[src/rtl/peso_display_7seg.sv]
// Display stage for the grams-to-kilograms converter: sequential double-dabble
// BCD conversion of kg_int/kg_frac, held and scanned onto a 5-digit "II.FFF" display.
module peso_display_7seg #(
  parameter int REFRESH_DIV = 50000,
  parameter int ACTIVE_LOW  = 1
) (
  input  logic        clk,
  input  logic        rst_n,
  input  logic        load,
  input  logic [13:0] kg_int,
  input  logic [13:0] kg_frac,
  output logic        busy,
  output logic [6:0]  seg,
  output logic        dp,
  output logic [4:0]  an
);

  localparam int PW = (REFRESH_DIV > 2) ? $clog2(REFRESH_DIV) : 1;
  localparam logic [PW-1:0] PRES_MAX = PW'(REFRESH_DIV - 1);
  localparam logic [3:0]    LAST_BIT = 4'd13;

  typedef enum logic [1:0] {
    S_IDLE      = 2'd0,
    S_CONV_INT  = 2'd1,
    S_CONV_FRAC = 2'd2,
    S_COMMIT    = 2'd3
  } state_e;

  // One double-dabble iteration: add 3 to every digit >= 5, then shift the
  // binary MSB into the BCD field. Returns {bcd[11:0], bin[13:0]}.
  function automatic logic [25:0] dabble_step(input logic [11:0] bcd,
                                              input logic [13:0] bin);
    logic [11:0] adj;
    adj = 12'd0;
    for (int i = 0; i < 3; i++) begin
      if (bcd[i*4 +: 4] >= 4'd5) begin
        adj[i*4 +: 4] = bcd[i*4 +: 4] + 4'd3;
      end else begin
        adj[i*4 +: 4] = bcd[i*4 +: 4];
      end
    end
    return {adj[10:0], bin, 1'b0};
  endfunction

  function automatic logic [6:0] seg_pattern(input logic [3:0] digit);
    logic [6:0] pat;
    case (digit)
      4'd0:    pat = 7'b0111111;
      4'd1:    pat = 7'b0000110;
      4'd2:    pat = 7'b1011011;
      4'd3:    pat = 7'b1001111;
      4'd4:    pat = 7'b1100110;
      4'd5:    pat = 7'b1101101;
      4'd6:    pat = 7'b1111101;
      4'd7:    pat = 7'b0000111;
      4'd8:    pat = 7'b1111111;
      4'd9:    pat = 7'b1101111;
      default: pat = 7'b0000000;
    endcase
    return pat;
  endfunction

  state_e       state_q;
  logic         busy_q;
  logic         ovf_q;
  logic [13:0]  bin_q;
  logic [13:0]  frac_q;
  logic [11:0]  bcd_q;
  logic [3:0]   cnt_q;
  logic [7:0]   int_bcd_q;
  logic [19:0]  dig_q;
  logic         disp_ovf_q;
  logic         blank_q;

  logic [PW-1:0] pres_q;
  logic [2:0]    idx_q;

  logic [25:0]  step_d;
  logic [3:0]   cur_dig_s;
  logic [6:0]   seg_h_s;
  logic         dp_h_s;
  logic [4:0]   an_h_s;

  assign step_d = dabble_step(bcd_q, bin_q);

  // Conversion FSM: capture, two 14-cycle dabble passes, then commit to display.
  always_ff @(posedge clk or negedge rst_n) begin
    if (!rst_n) begin
      state_q    <= S_IDLE;
      busy_q     <= 1'b0;
      ovf_q      <= 1'b0;
      bin_q      <= 14'd0;
      frac_q     <= 14'd0;
      bcd_q      <= 12'd0;
      cnt_q      <= 4'd0;
      int_bcd_q  <= 8'd0;
      dig_q      <= 20'd0;
      disp_ovf_q <= 1'b0;
      blank_q    <= 1'b1;
    end else begin
      case (state_q)
        S_IDLE: begin
          if (load) begin
            bin_q  <= kg_int;
            frac_q <= kg_frac;
            bcd_q  <= 12'd0;
            cnt_q  <= 4'd0;
            busy_q <= 1'b1;
            if ((kg_int > 14'd99) || (kg_frac > 14'd999)) begin
              ovf_q   <= 1'b1;
              state_q <= S_COMMIT;
            end else begin
              ovf_q   <= 1'b0;
              state_q <= S_CONV_INT;
            end
          end else begin
            state_q <= S_IDLE;
          end
        end
        S_CONV_INT: begin
          if (cnt_q == LAST_BIT) begin
            // Value is at most 99, so only the two low BCD digits matter.
            int_bcd_q <= step_d[21:14];
            bin_q     <= frac_q;
            bcd_q     <= 12'd0;
            cnt_q     <= 4'd0;
            state_q   <= S_CONV_FRAC;
          end else begin
            {bcd_q, bin_q} <= step_d;
            cnt_q          <= cnt_q + 4'd1;
          end
        end
        S_CONV_FRAC: begin
          {bcd_q, bin_q} <= step_d;
          if (cnt_q == LAST_BIT) begin
            cnt_q   <= 4'd0;
            state_q <= S_COMMIT;
          end else begin
            cnt_q <= cnt_q + 4'd1;
          end
        end
        S_COMMIT: begin
          dig_q      <= {int_bcd_q, bcd_q};
          disp_ovf_q <= ovf_q;
          blank_q    <= 1'b0;
          busy_q     <= 1'b0;
          state_q    <= S_IDLE;
        end
        default: begin
          state_q <= S_IDLE;
          busy_q  <= 1'b0;
        end
      endcase
    end
  end

  // Free-running digit scanner: advance one digit per REFRESH_DIV cycles.
  always_ff @(posedge clk or negedge rst_n) begin
    if (!rst_n) begin
      pres_q <= '0;
      idx_q  <= 3'd0;
    end else if (pres_q == PRES_MAX) begin
      pres_q <= '0;
      idx_q  <= (idx_q >= 3'd4) ? 3'd0 : idx_q + 3'd1;
    end else begin
      pres_q <= pres_q + PW'(1);
    end
  end

  // Active-high digit rendering with tens blanking and overflow dashes.
  always_comb begin
    cur_dig_s = 4'd0;
    seg_h_s   = 7'd0;
    dp_h_s    = 1'b0;
    an_h_s    = 5'd0;
    case (idx_q)
      3'd0:    cur_dig_s = dig_q[3:0];
      3'd1:    cur_dig_s = dig_q[7:4];
      3'd2:    cur_dig_s = dig_q[11:8];
      3'd3:    cur_dig_s = dig_q[15:12];
      3'd4:    cur_dig_s = dig_q[19:16];
      default: cur_dig_s = 4'd0;
    endcase
    if (!blank_q) begin
      an_h_s = 5'd1 << idx_q;
      if (disp_ovf_q) begin
        seg_h_s = 7'b1000000;
      end else if ((idx_q == 3'd4) && (cur_dig_s == 4'd0)) begin
        seg_h_s = 7'd0;
      end else begin
        seg_h_s = seg_pattern(cur_dig_s);
      end
      dp_h_s = (idx_q == 3'd3) && !disp_ovf_q;
    end else begin
      an_h_s  = 5'd0;
      seg_h_s = 7'd0;
      dp_h_s  = 1'b0;
    end
  end

  assign busy = busy_q;
  assign seg  = (ACTIVE_LOW != 0) ? ~seg_h_s : seg_h_s;
  assign dp   = (ACTIVE_LOW != 0) ? ~dp_h_s  : dp_h_s;
  assign an   = (ACTIVE_LOW != 0) ? ~an_h_s  : an_h_s;

endmodule

[config.mk]
export PLATFORM = sky130hd
export DESIGN_NAME = peso_display_7seg
export DESIGN_NICKNAME = d
export VERILOG_FILES = /design/src/rtl/peso_display_7seg.sv
export SDC_FILE = /design/constraint.sdc
export NUM_CORES = 1
export LEC_CHECK = 0
export CORE_MARGIN = 2
export CORE_UTILIZATION = 55
export CTS_CLUSTER_DIAMETER = 150
export DETAILED_ROUTE_END_ITERATION = 8
export GPL_TIMING_DRIVEN = 0
export PLACE_DENSITY = 0.77
export SETUP_SLACK_MARGIN = 0.2
export SYNTH_ARGS = -nofsm -noshare
export SYNTH_HDL_FRONTEND = slang
export SYNTH_SLANG_ARGS = --single-unit
[constraint.sdc]
create_clock -name clk -period 3.7 [get_ports clk]
set_input_delay 1.11 -clock clk [delete_from_list [all_inputs] [get_ports clk]]
set_output_delay 1.11 -clock clk [all_outputs]
set_load 0.02 [all_outputs]
; ---- After elaboration in Yosys (flattened, before gate mapping)
; Memory sizes are Yosys's and may differ from the RTL's.
; Cells that the tools add are included.
[op_classes]
mux = 28
n_reduce_logical = 17
eq_ne = 12
addsub = 6
magnitude_cmp = 6
bitwise = 3
shift = 1
[op_table]
columns = cell, n
row1 = $pmux W14 S3, 1
row2 = $pmux W12 S3, 1
row3 = $mux W14, 2
row4 = $mux W12, 2
row5 = $mux W7, 3
row6 = $pmux W4 S5, 1
row7 = $add A16 B1 Y16 const B, 1
row8 = $eq A16 B16 Y1 const B, 1
row9 = $mux W16, 1
row10 = $mux W4, 4
row11 = $gt A14 B10 Y1 const B, 1
row12 = $gt A14 B7 Y1 const B, 1
row13 = $ge A4 B3 Y1 const B, 3
row14 = $reduce_and A2 Y1, 6
row15 = $add A4 B2 Y4 const B, 2
row16 = $mux W2, 4
row17 = $pmux W2 S4, 1
row18 = $pmux W4 S2, 1
row19 = $not A7 Y7, 1
row20 = $eq A3 B2 Y1 const B, 2
row21 = $mux W3, 2
row22 = $ne A2 B2 Y1 const B, 3
row23 = $mux W5, 1
row24 = $not A5 Y5, 1
row25 = 22 further kinds, 27
[totals]
rom_bits = 112
elab_cells = 87
reg_bits = 97
memories = 1
input_bits = 31
output_inout_bits = 14
[mem_list]
columns = memory, depth, width, read_ports, rd_ports_with_merged_regs, write_ports, line_no
row1 = (no name shown), 16, 7, 1, 0, 0, 47  ; case (digit)

; ---- Logic depth before layout (Yosys ltp)
; Gate-level depths: netlist of run 1.
[depth]
depth_word = 8
ltp_mapped = 11
ltp_nobuf = 11

; ---- Worst setup path before layout of run 1
; Ideal clock, no wire load.
[synth_timing]
kind = register -> output
from = register idx_q[0]
to = output port seg[0]
path_stages_with_launch = 11
arrival_time_ns = 2.569
required_time_ns = 2.590
path_buffers = 0
slack_ns = 0.021
cell_sequence = dfrtp_1 > inv_1 > ha_1 > a222oi_1 > a2bb2oi_1 > ha_1 > nand2b_1 > a31oi_1 > a2111oi_4 > o21a_1 > a21oi_1
[synth_via]
elab_chain_cells = 8
elab_cells_between_ends = 13
cone_classes = 4 x eq/ne / 4 x mux / 1 x bitwise / 3 x reduce/logical / 1 x memory
[synth_rtl]
columns = item, line_no
row1 = "start, declared", 76  ; logic [2:0] idx_q;
row2 = "start signal, assigned", 164  ; idx_q <= (idx_q >= 3'd4) ? 3'd0 : idx_q + 3'd1;
row3 = "parallel branches: the longest is 4 deep, another holds $mem_v2 Z16 W7", --
row4 = $mux W7 *, 188  ; end else if ((idx_q == 3'd4) && (cur_dig_s == 4'd0)) begin
row5 = $mux W7 *, 186  ; if (disp_ovf_q) begin
row6 = $mux W7 *, 184  ; if (!blank_q) begin
row7 = $not A7 Y7 *, 202  ; assign seg = (ACTIVE_LOW != 0) ? ~seg_h_s : seg_h_s;
row8 = "end, declared", 13  ; output logic [6:0] seg,
; Mark *: on every way between the ends.

; ---- Final worst setup path of run 1
[layout_timing]
from = register idx_q[0]
to = output port seg[6]
; Same word-level chain as after synthesis.

==> key figures, run 1 <==
Critical path
  – Critical path endpoint category: primary output
  – Critical path fanouts, max: 6
  – Crit path launch type: flip-flop
  – Crit Path Category: flip-flop to primary output
  – Reg2reg setup slack: 1.47 ns
  – Biggest cell delay along the critical path: 0.49 ns
  – Critical path data arrival time: 2.86 ns
  – Critical-path top delay cell: dfrtp_2
  – Reg2Reg Launch Point: state_q[0]
  – R2R cell count: 6
  – Top delay family on crit path: compound AO/OA/AOI/OAI gates
  – Worst r2r dst: bcd_q[3]
  – Critical Path RT: 2.59 ns
  – Critical path cell sequence: ha_4, a222oi_1, nor2_2, a21oi_2, ha_4, buf_4, nor2_1, a21oi_1, o32a_1, mux2i_1, o21bai_1, buf_4
  – Crit path buffers/inverters: 2

Finish
  – Filler cell count: approximately 700
  – Ant. Diodes: 0
  – P&R area growth vs syn: 21.1%
  – Multi-input logic area: 2700 um2
  – Register area: 2430 um2
  – Final instance area: 6200 um2
  – Final #Nets: 603
  – Share of cells above drive strength 1: a little under a fifth

Clocking
  – Clock Sinks: 97
  – Clock Tree Buf Depth: 2
  – TritonCTS clock tree: built
  – Num CTS Buffers: 9
  – Clk slew on worst S/H paths: 0.10 ns
  – # hold bufs at CTS: 0
  – Clk Latency, worst-skew pair: 0.37 ns
  – CTS Root Cell: clkbuf_8
  – CTS H-tree lvls: 3

Pwr
  – Cell Pwr Density: 626 nW/um2
  – Worst VDD drop: 0.000341 V
  – P_leak: ~2.8 nW
  – Tot Pwr: 0.00388 W

Drt
  – Final ANT Viol Nets: 0
  – Drt pass-1 iters: 7
  – Wirelength per Cell: 16.8 um
  – DRC violations left: 0
  – Vias per cell: 5.91
  – Routed wire length: 11.2 mm
  – Total number of vias: between 3,000 and 4,000
  – Initial DRC Count: 172

Timing
  – Final max-slew violation count: 0
  – Final hold vios: 0
  – Worst Slack Setup Final: -0.267 ns
  – Fin Setup TNS: -1.64 ns
  – Fin Clk Skew: 0.0134 ns
  – Worst slew margin: about 58%
  – Max Clock Freq: roughly 250 MHz
  – RSZ-0062 raised after global routing: yes
  – Worst-Margin Slew: 0.632 ns
  – Tmin final: 3.97 ns
  – Endpoints failing setup: 7
  – Crit share post-route: 107%

Global routing
  – Total track usage: 23.2%
  – Vias in the first global route: approximately 4,000
  – Total congestion overflow: 0
  – Largest net degree at the start of global routing: 74
  – Initial antenna violation count: 0
  – First-pass GRT wire length: roughly 19 mm

Logic synthesis
  – Synth Net Count: 532
  – Cell area after synthesis: just over 5000 um2
  – Post-synth EDFFs: 0
  – Post-synth ARST share: between 90% and 100%
  – Synthesized instance count: 479
  – Syn_area_per_cell: 10.7 um2
  – #FFs+latches synth: between 90 and 100
  – Synth unique cells: 55
  – Ys Warns: 0
  – Seq/Total Area, Yosys: 47.4%
  – Top_reg_cell synth: dfrtp_1

Place
  – Dpl cell area: 5750 um2
  – Routability cong.: approximately 0.86
  – DP Wirelength: 7.91 mm
  – I/O Buffers: 44

Status
  – Failing checks: negative setup slack
  – Status: finished with violations

Worst hold path
  – Hold Path Depth: 1
  – Hold Startpoint: int_bcd_q[5]
  – Hold WC Path Type: flip-flop to flip-flop
  – Min-Delay Endpoint: dig_q[17]

Floorplanning
  – Die ar.: 10,100 um2
  – Starting Density: 55.9%
  – Chip Width: approximately 100 um
  – I/O pin count: 45
  – Row cnt: 35
  – Height of the die: 100 um
  – Core outline area: 9150 um2

Job
  – Max_cap viols: 0
cell families after synthesis:
| kind of cell | count (synthesis) | synth area share, % |
|---|---|---|
| DFF | 97 | 47.4 |
| and+or+nand+nor | 111 | 11.2 |
| muxes | 60 | 13.1 |
| adders and majority gates | 22 | 5.38 |
| xor gates and xnor gates | 18 | 3.08 |
| AOI/OAI and AO/OA | 128 | 16.6 |
| buffers and inverters | 43 | 3.20 |
synth_stat cells (2+ instances only):
master	count	share of area [%]
nor4_1	3	0.37
nand2b_1	8	0.98
nand3b_1	4	0.59
nor2_1	22	1.6
buf_1	2	0.15
a31oi_1	3	0.37
o21bai_1	2	0.29
buf_2	2	0.20
a32o_1	3	0.59
nand4_1	5	0.61
dfrtp_1	96	47
inv_1	20	1.5
mux2i_1	3	0.59
xor2_1	7	1.2
nor3_1	7	0.68
o22ai_1	4	0.49
ha_1	22	5.4
and4_1	2	0.34
a21oi_1	30	2.9
a22oi_1	12	1.8
a22o_1	4	0.68
a222oi_1	4	0.78
clkbuf_1	19	1.4
o31ai_1	3	0.44
nor3b_1	3	0.44
mux2_1	30	6.6
o21ai_0	22	2.2
nand3_1	8	0.78
o21ai_1	17	1.7
nand2_1	37	2.7
a21o_1	13	1.9
mux2_2	27	5.9
nor2b_1	3	0.37
xnor2_1	11	1.9
registers in the layout (all words and copies together), names as in the netlist:
name        count
cnt_q           4
idx_q           3
state_q         2
disp_ovf_q      1
bcd_q          12
blank_q         1
frac_q         14
pres_q         16
ovf_q           1
dig_q          20
bin_q          14
busy            1
int_bcd_q       8
cells in the final DEF (no fill, tap or decap), types with 8 or more instances in the layout:
cell type        synthesis  layout
a21o_1                  13      13
a21oi_1                 30      26
a22oi_1                 12      12
buf_4                    0      19
clkbuf_1                19      18
clkbuf_8                 0       9
clkdlybuf4s50_1          0      36
dfrtp_1                 96      93
ha_1                    22      16
inv_1                   20      18
mux2_1                  30      29
mux2_2                  27      27
nand2_1                 37      37
nand3_1                  8       8
nor2_1                  22      21
o21ai_0                 22      22
o21ai_1                 17      17
xnor2_1                 11      11
power breakdown:
group          internal (W)  total (W)  switching (W)
clock              0.000258   0.000660       0.000401
combinational      0.000782    0.00175       0.000968
sequential          0.00129    0.00147       0.000181
worst max-delay path by stage:
stage                   from         to  slack (ns)  cells after the start
floorplan           idx_q[0]     seg[0]        0.19                     10
finish              idx_q[0]     seg[6]       -0.27                     12
global route        idx_q[0]     seg[5]       -0.34                     13
CTS                 idx_q[0]     seg[3]       -0.22                     12
global placement       rst_n  pres_q[7]       -2.00                      1
detailed placement  idx_q[0]     seg[3]       -0.65                     11
repair_timing:
item,CTS,global route
endpoints found under the setup margin,8,7
pin swaps,12,7
gates resized for setup,56,13
buffers inserted,10,5
stage by stage:
step	hold WS (ns)	worst slack [ns]	util (%)	cells
final	0.498	-0.267	67.8	666
after global routing	0.514	-0.342	67.8	666
after CTS	0.500	-0.218	66.6	661
after detailed placement	0.479	-0.650	62.8	635
after global placement	0.469	-2.00	62.6	634
after floorplan	0.440	0.187	-	479
cell type report:
class	instances	area share, %
plain buffers	23	1.51
clock buffers	9	2.00
clock inverters	7	1.03
inverters	20	1.25
multi-input cells	339	43.5
flip-flops and latches	97	39.2
well taps	111	2.24
repair buffers	60	9.28
layer usage:
layer	global-route usage, %	wire [um]	up-vias
met3	2.77	330	22
met5	0	0	-
met4	8.32	244	0
met1	32.1	5210	1941
li1	-	-	1873
met2	38.0	5420	99
(Power assumes the default switching activity.)
==> inputs of run 2 (changes only) <==
--- a/config.mk
+++ b/config.mk
@@ -7,7 +7,6 @@
 export LEC_CHECK = 0
 export CORE_MARGIN = 2
 export CORE_UTILIZATION = 55
-export CTS_CLUSTER_DIAMETER = 150
 export DETAILED_ROUTE_END_ITERATION = 8
 export GPL_TIMING_DRIVEN = 0
 export PLACE_DENSITY = 0.77
==> results of run 2 <==
Same layout as run 1: the final DEF is identical, and so are final timing and power.
